File: src/rtl/uart_tx_fifo.sv
// UART transmitter with a small write FIFO: configurable baud divider, data width,
// parity and stop bits. Frames go out back to back while words remain queued.
module uart_tx_fifo #(
  parameter int CLKS_PER_BIT = 16,
  parameter int DATA_BITS    = 8,
  parameter int PARITY       = 0,
  parameter int STOP_BITS    = 1,
  parameter int FIFO_DEPTH   = 4
) (
  input  logic                          clock,
  input  logic                          reset_n,
  input  logic                          send,
  input  logic [DATA_BITS-1:0]          data,
  output logic                          ready,
  output logic                          done,
  output logic [$clog2(FIFO_DEPTH):0]   fifo_level,
  output logic                          tx
);

  localparam int PTR_W = $clog2(FIFO_DEPTH);
  localparam int LVL_W = PTR_W + 1;
  localparam int CNT_W = $clog2(CLKS_PER_BIT);
  localparam int BIT_W = $clog2(DATA_BITS) + 1;

  typedef enum logic [2:0] {S_IDLE, S_START, S_DATA, S_PARITY, S_STOP} state_t;

  logic [DATA_BITS-1:0] mem [FIFO_DEPTH];
  logic [PTR_W-1:0]     wr_ptr, rd_ptr;
  logic [LVL_W-1:0]     level_next;
  logic                 push, pop;
  logic [DATA_BITS-1:0] head;

  state_t               state, state_next;
  logic [CNT_W-1:0]     baud_cnt, baud_next;
  logic [BIT_W-1:0]     bit_cnt, bit_next;
  logic [DATA_BITS-1:0] shift_reg, shift_next;
  logic                 parity_bit, parity_next;
  logic                 tx_next;
  logic                 baud_tick;

  assign push       = send && ready;
  assign head       = mem[rd_ptr];
  assign level_next = fifo_level + LVL_W'(push) - LVL_W'(pop);
  assign baud_tick  = (baud_cnt == CNT_W'(CLKS_PER_BIT - 1));
  assign done       = (state == S_IDLE) && (fifo_level == '0);

  // Storage has no reset; the pointers and level alone define what is valid.
  always_ff @(posedge clock) begin
    if (push) mem[wr_ptr] <= data;
  end

  always_ff @(posedge clock or negedge reset_n) begin
    if (!reset_n) begin
      wr_ptr     <= '0;
      rd_ptr     <= '0;
      fifo_level <= '0;
      ready      <= 1'b1;
    end else begin
      if (push) wr_ptr <= wr_ptr + PTR_W'(1);
      if (pop)  rd_ptr <= rd_ptr + PTR_W'(1);
      fifo_level <= level_next;
      ready      <= (level_next != LVL_W'(FIFO_DEPTH));
    end
  end

  always_ff @(posedge clock or negedge reset_n) begin
    if (!reset_n) begin
      state      <= S_IDLE;
      baud_cnt   <= '0;
      bit_cnt    <= '0;
      shift_reg  <= '0;
      parity_bit <= 1'b0;
      tx         <= 1'b1;
    end else begin
      state      <= state_next;
      baud_cnt   <= baud_next;
      bit_cnt    <= bit_next;
      shift_reg  <= shift_next;
      parity_bit <= parity_next;
      tx         <= tx_next;
    end
  end

  // tx is registered, so it is derived from the state being entered, not the current one.
  always_comb begin
    state_next  = state;
    baud_next   = baud_cnt;
    bit_next    = bit_cnt;
    shift_next  = shift_reg;
    parity_next = parity_bit;
    pop         = 1'b0;

    case (state)
      S_IDLE: begin
        baud_next = '0;
        if (fifo_level != '0) begin
          pop         = 1'b1;
          shift_next  = head;
          parity_next = (PARITY == 1) ? ~(^head) : (^head);
          bit_next    = '0;
          state_next  = S_START;
        end
      end
      S_START: begin
        if (baud_tick) begin
          baud_next  = '0;
          bit_next   = '0;
          state_next = S_DATA;
        end else begin
          baud_next = baud_cnt + CNT_W'(1);
        end
      end
      S_DATA: begin
        if (baud_tick) begin
          baud_next  = '0;
          shift_next = shift_reg >> 1;
          if (bit_cnt == BIT_W'(DATA_BITS - 1)) begin
            bit_next   = '0;
            state_next = (PARITY != 0) ? S_PARITY : S_STOP;
          end else begin
            bit_next = bit_cnt + BIT_W'(1);
          end
        end else begin
          baud_next = baud_cnt + CNT_W'(1);
        end
      end
      S_PARITY: begin
        if (baud_tick) begin
          baud_next  = '0;
          bit_next   = '0;
          state_next = S_STOP;
        end else begin
          baud_next = baud_cnt + CNT_W'(1);
        end
      end
      S_STOP: begin
        if (baud_tick) begin
          baud_next = '0;
          if (bit_cnt == BIT_W'(STOP_BITS - 1)) begin
            bit_next = '0;
            if (fifo_level != '0) begin
              pop         = 1'b1;
              shift_next  = head;
              parity_next = (PARITY == 1) ? ~(^head) : (^head);
              state_next  = S_START;
            end else begin
              state_next = S_IDLE;
            end
          end else begin
            bit_next = bit_cnt + BIT_W'(1);
          end
        end else begin
          baud_next = baud_cnt + CNT_W'(1);
        end
      end
      default: state_next = S_IDLE;
    endcase

    case (state_next)
      S_START:  tx_next = 1'b0;
      S_DATA:   tx_next = shift_next[0];
      S_PARITY: tx_next = parity_next;
      default:  tx_next = 1'b1;
    endcase
  end

endmodule

File: config.mk
export PLATFORM = sky130hd
export DESIGN_NAME = uart_tx_fifo
export DESIGN_NICKNAME = d
export VERILOG_FILES = /design/src/rtl/uart_tx_fifo.sv
export SDC_FILE = /design/constraint.sdc
export NUM_CORES = 1
export LEC_CHECK = 0
export BUFFER_PORTS_ARGS = -buffer_cell sky130_fd_sc_hd__buf_2
export CAP_MARGIN = 10
export CORE_MARGIN = 5
export CORE_UTILIZATION = 60
export CTS_CLUSTER_SIZE = 14
export DETAILED_ROUTE_END_ITERATION = 16
export PLACE_DENSITY = 0.86
export SLEW_MARGIN = 20
export SYNTH_ARGS = -nofsm -noshare
export SYNTH_HDL_FRONTEND = slang
export SYNTH_SLANG_ARGS = --single-unit
File: constraint.sdc
create_clock -name clock -period 6.7 [get_ports clock]
set_clock_uncertainty 0.05 [all_clocks]
set_input_delay 1.34 -clock clock [delete_from_list [all_inputs] [get_ports clock]]
set_output_delay 1.34 -clock clock [all_outputs]
set_load 0.01 [all_outputs]
Word-level counts from Yosys, hierarchy flattened
Memories as Yosys holds them, arrays and structs flattened.
Index checks and enable logic that the tools add are counted.
{ "totals": {"ff_bits": 29, "latch_bits": 0, "mem_bits_rw": 32, "mem_bits_ro": 0, "in_bits": 11, "output_inout_bits": 6, "wordCells": 81, "n_memories": 1} }
{ "mem_list": {"columns": ["memory", "words", "word_bits", "rd", "rd_ports_with_merged_regs", "write_ports", "line_no", "rtl"], "rows": [
  ["mem", 4, 8, 1, 0, 1, "27", "logic [DATA_BITS-1:0] mem [FIFO_DEPTH];"]
]} }
{ "op_classes": {"addsub": 6, "mul": 0, "div_mod_pow": 0, "n_lt_le_gt_ge": 0, "n_eq_ne": 15, "shifts": 0, "muxes": 34, "bitwise": 0, "reduce_logical": 14} }
{ "op_table": {"columns": ["op", "count"], "rows": [
  ["two-way mux 8 bit", 4],
  ["two-way mux 4 bit", 7],
  ["one-hot mux 8 bit (3 select lines)", 1],
  ["two-way mux 3 bit", 7],
  ["one-hot mux 4 bit (4 select lines)", 1],
  ["one-hot mux 3 bit (5 select lines)", 1],
  ["== test 3 x 2 -> 1 bit (second input constant)", 4],
  ["two-way mux 1 bit", 9],
  ["adder 4 x 1 -> 4 bit (second input constant)", 2],
  ["one-hot mux 4 bit (2 select lines)", 1],
  ["parity 8 bit", 1],
  ["== test 3 x 1 -> 1 bit (second input constant)", 2],
  ["zero test 3 bit", 2],
  ["inequality test 2 bit (second input constant)", 3],
  ["nonzero test 3 bit", 2],
  ["AND reduction 5 bit", 1],
  ["adder 2 x 1 -> 2 bit (second input constant)", 2],
  ["== test 4 x 3 -> 1 bit (second input constant)", 1],
  ["== test 4 bit (second input constant)", 1],
  ["zero test 4 bit", 1],
  ["inequality test 2 x 1 -> 1 bit (second input constant)", 2],
  ["one-hot mux 1 bit (2 select lines)", 2],
  ["AND reduction 4 bit", 1],
  ["nonzero test 4 bit", 1],
  ["9 further kinds", 10]
]} }

Longest topological paths before layout
{ "depth": {"ltp_word": 7, "depth_mapped": 13, "depth_no_buf": 12} }

Least setup slack after synthesis
Ideal clock, no wire load.
{ "synth_timing": {"path_kind": "input to register", "from": "input send", "to": "register ready", "setup_time_ps": 83, "arrival_time_ps": 2667, "required_time_ps": 6567, "setup_slack_ps": 3900, "path_stages": 8, "path_cell_list": "nand2_1 -> ha_1 -> inv_1 -> ha_1 -> fa_1 -> xnor2_1 -> xnor2_1 -> nand2_1"} }
{ "synth_via": {"elab_chain_cells": 4} }
{ "synth_lines": {"columns": ["element", "line_no", "rtl"], "rows": [
  ["start: declaration", "12", "input logic send,"],
  ["logical AND 1 bit", "41", "assign push = send && ready;"],
  ["adder 3 x 1 -> 3 bit", "43", "assign level_next = fifo_level + LVL_W'(push) - LVL_W'(pop);"],
  ["subtractor 3 x 1 -> 3 bit", "43", null],
  ["via level_next[2]", "29", "logic [LVL_W-1:0] level_next;"],
  ["inequality test 3 bit", "62", "ready <= (level_next != LVL_W'(FIFO_DEPTH));"],
  ["end signal: assignment", "62", null],
  ["end: declaration", "14", "output logic ready,"]
]} }
The timed path passes the listed nets, and every way through them passes these cells.
A chain may end at the register's enable or synchronous reset.

Worst setup path in the final report
{ "layout_timing": {"from": "register bit_cnt[0]", "to": "register ready"} }
{ "layout_via": {"elab_chain_cells": 6} }
{ "layout_lines": {"columns": ["element", "line_no", "rtl"], "rows": [
  ["start: declaration", "35", "logic [BIT_W-1:0] bit_cnt, bit_next;"],
  ["start signal: assignment", "77", "bit_cnt <= bit_next;"],
  ["zero test 4 bit", "139", "if (bit_cnt == BIT_W'(STOP_BITS - 1)) begin"],
  ["two-way mux 1 bit", "139", null],
  ["two-way mux 1 bit", "137", "if (baud_tick) begin"],
  ["one-hot mux 1 bit (2 select lines)", "93", "case (state)"],
  ["subtractor 3 x 1 -> 3 bit", "43", null],
  ["via level_next[2]", "29", null],
  ["inequality test 3 bit", "62", null]
]} }
The timed path passes the listed nets, and every way through them passes these cells.

==> run_results.csv <==
group,metric,value,unit
critical_path,cpMaxStageDelayCell,"dfrtp_1",
grt,grt_max_degree,30,
critical_path,cp-end-kind,"register",
critical_path,critPathMaxStageDelay,430,ps
grt,antenna_found_initial,0,
floorplanning,die_w,78.71,um
power,power.density,299.5,nW/um^2
yosys,yosysMostFrequentCell,"edfxtp_1",
run_status,outcome,"finished clean",
critical_path,cpMostUsedCell,"ha_1",
yosys,syn_avg_cell_area,13.43,um^2
clock_tree,cts_tree,"yes",
grt,grt_pass1_wl,8569,um
yosys,synthTopCellsByCount,"edfxtp_1 (32), dfrtp_1 (27), nand2_1 (16), inv_1 (14), xnor2_1 (11)",
drt,drt_first_pass_iters,4,
floorplanning,die_y,78.71,um
sta,drv_slew,0,
yosys,yosys_warnings,0,
yosys,synth_edf_count,32,
sta,finalCritPeriodShare,0.4526,
critical_path,required,6920,ps
critical_path,worstSetupPathType,"register to register",
yosys,ys_async_sr_fraction,0.4754,
worst_hold_path,holdPathEnd,"shift_reg[2]$_DFFE_PN0P_",
drt,drtIter0Drc,112,
clock_tree,holdBufCountCts,0,
clock_tree,cts_resized,0,
final_layout,largest_reg_flops,32,
place,hpwl,3405,um
floorplanning,die_area,6195,um^2
place,place_congestion,0.7511,
sta,fin_crit,3033,ps
yosys,yosysTopAreaCell,"edfxtp_1",
drt,wl_per_cell,17.13,um
critical_path,crit_chain,"inv_1 -> ha_1 -> or3b_4 -> or2_4 -> a21oi_4 -> ha_1 -> inv_1 -> ha_1 -> fa_1 -> xnor2_1 -> xnor2_1 -> nand2_1",
final_layout,fin_nets,250,
sta,slew-limit-headroom,0.5616,
sta,fmax,329.7,MHz
final_layout,syn2layout_area_growth,9.276,%
yosys,yosysTopAreaCellShare,0.3392,
floorplanning,pin_count,17,
worst_hold_path,min_path_cells,2,
critical_path,critPathArrivalTime,3250,ps
yosys,ys_ff_latch,61,
grt,grtUsageTotal,0.1847,
clock_tree,cts_max_path_buffers,2,
clock_tree,clock_latency,340,ps
power,netSwitchingFraction,0.2888,
sta,hold_violations,0,
yosys,syn_nets,232,
yosys,synth.distinct_cells,51,
clock_tree,cts_buffers,9,
place,dp_slack,3636,ps
yosys,synth_area,2833,um^2
flow_run,maxCapViolations,0,
floorplanning,floorplan.initialDensity,0.6078,
drt,wl,4934,um
floorplanning,core,4661,um^2
worst_hold_path,holdCritPathClass,"register to register",
clock_tree,clk_pin_slew_worst_paths,70,ps
power,switching_power,0.0002677,W
drt,vias,1674,
clock_tree,htree_levels,3,
sta,final.setup.tns,0,ps
yosys,yosysSeqAreaShare,0.5963,
sta,rsz0062_at_grt,"false",
critical_path,r2r-end,"ready$_DFF_PN1_",
sta,worst_pin_slew,657.5,ps
sta,setup_viol,0,
final_layout,n_antenna_cell,0,
power,internal_power,0.0006593,W
worst_hold_path,hold_start,"shift_reg[2]$_DFFE_PN0P_",
yosys,ys_top_cells_by_area,"edfxtp_1 (34%), dfrtp_1 (24%), mux4_2 (6.4%)",
clock_tree,cts_root_buffer,"clkbuf_8",
clock_tree,clock-sinks,61,
power,p_clk_frac,0.309,
drt,remaining_drc_errors,0,
yosys,ys.flop_type,"edfxtp_1",
power,seqPwrFrac,0.522,
critical_path,r2r_start,"bit_cnt[0]$_DFFE_PN0P_",
sta,setup_slack,3667,ps
grt,grt-ovfl-total,0,
grt,grt_pass1_vias,1757,
yosys,netlist_instances,211,
critical_path,path_max_fanout,14,
place,port_buffers,16,
critical_path,cp-start-kind,"register",
drt,vias_per_cell,5.813,
clock_tree,cts_setup_buffers,0,
power,leakagePower,1.254,nW
critical_path,rrSetupSlack,3670,ps
power,pwr-share-comb,0.170,
final_layout,final_layout_size_suffix_gt1_frac,0.2179,
power,irDropWorstVdd,0.0002951,V
critical_path,worst_r2r_path_depth,12,
floorplanning,rows,25,
drt,antenna_left,0,
per-stage QoR:
| step | std cells | utilization | cell area, um^2 | hold WS (ps) | total power, W |
|---|---|---|---|---|---|
| 6_report | 288 | 0.6642 | 3095 | 455.3 | 0.0009269 |
| 5_1_grt | 288 | 0.6642 | 3095 | 469.7 | 0.0009723 |
| 4_1_cts | 288 | 0.6642 | 3095 | 453.7 | 0.0009348 |
| 3_5_place_dp | 272 | 0.6263 | 2919 | 438.3 | 0.0006502 |
| 3_3_place_gp | 272 | 0.6263 | 2919 | 421.8 | 0.0006374 |
| 2_1_floorplan | 211 | - | 2833 | 408.1 | 0.0005936 |
routing by layer:
layer  share of wire  up-vias  track usage  routed length [um]
met4           0.015        0      0.08916                  72
met1            0.44      816       0.2292                2181
met3           0.031        8      0.04422                 155
li1                -      821            -                   -
met5               0        -            0                   0
met2            0.51       29       0.3048                2525
power groups by stage:
stage               sequential (W)  combinational [W]  clock (W)
global placement          0.000487           0.000150          0
CTS                       0.000484           0.000160   0.000291
floorplan                 0.000487           0.000107          0
detailed placement        0.000490           0.000160          0
global route              0.000489           0.000178   0.000305
finish                    0.000484           0.000157   0.000286
cell type report:
type,instances,area [um^2]
Sequential cell,61,1689
Timing Repair Buffer,16,80.08
Tap cell,54,67.56
Fill cell,329,1565
Clock inverter,7,52.55
Multi-Input combinational cell,127,1030
Clock buffer,9,123.9
Inverter,14,52.55
how the worst max path moves through the flow:
stage	depth (start not counted)	endpoint	startpoint	slack, ps
after floorplan	8	ready$_DFF_PN1_	send	3900
after global placement	9	ready$_DFF_PN1_	send	3740
after detailed placement	9	ready$_DFF_PN1_	send	3640
after CTS	12	ready$_DFF_PN1_	bit_cnt[0]$_DFFE_PN0P_	3670
after global routing	12	ready$_DFF_PN1_	bit_cnt[0]$_DFFE_PN0P_	3460
final	12	ready$_DFF_PN1_	bit_cnt[0]$_DFFE_PN0P_	3670
logic make-up after synthesis:
group	after synthesis	synth area share
flops	61	0.5963
simple gates	54	0.1038
compound gates	41	0.1047
buf+inv	23	0.04019
xor+xnor	12	0.03710
mux	10	0.07111
fa+ha+maj	10	0.04682
worst max-delay path: cells and delay by family (launching register included):
family	cells	cell delay [ps]
AOI/OAI and AO/OA	1	380
DFF	1	430
and+or+nand+nor	3	740
buffers and inverters	2	130
xor gates and xnor gates	2	370
adders and majority gates	4	870
cell usage in the layout, fill, tap and decap left out, types with 2 or more instances in the layout:
| master | synthesis | routed |
|---|---|---|
| dfstp_2 | 2 | 2 |
| a22o_1 | 2 | 2 |
| a211oi_1 | 2 | 2 |
| inv_1 | 14 | 14 |
| xnor2_1 | 11 | 11 |
| clkinv_2 | 0 | 2 |
| nor2_1 | 7 | 7 |
| buf_2 | 0 | 16 |
| a222oi_1 | 6 | 6 |
| a21oi_1 | 6 | 6 |
| edfxtp_1 | 32 | 32 |
| a22oi_1 | 2 | 2 |
| o21ai_1 | 2 | 2 |
| dfrtp_1 | 27 | 27 |
| nor2b_1 | 6 | 6 |
| o21ai_0 | 9 | 9 |
| clkinv_4 | 0 | 4 |
| and3_1 | 6 | 6 |
| mux4_2 | 8 | 8 |
| ha_1 | 9 | 9 |
| nor3_1 | 4 | 4 |
| o22ai_1 | 3 | 3 |
| clkbuf_8 | 0 | 9 |
| nand2_1 | 16 | 16 |
| nand2b_1 | 2 | 2 |
| or3_1 | 2 | 2 |
Power figures use the tool's default switching activity.
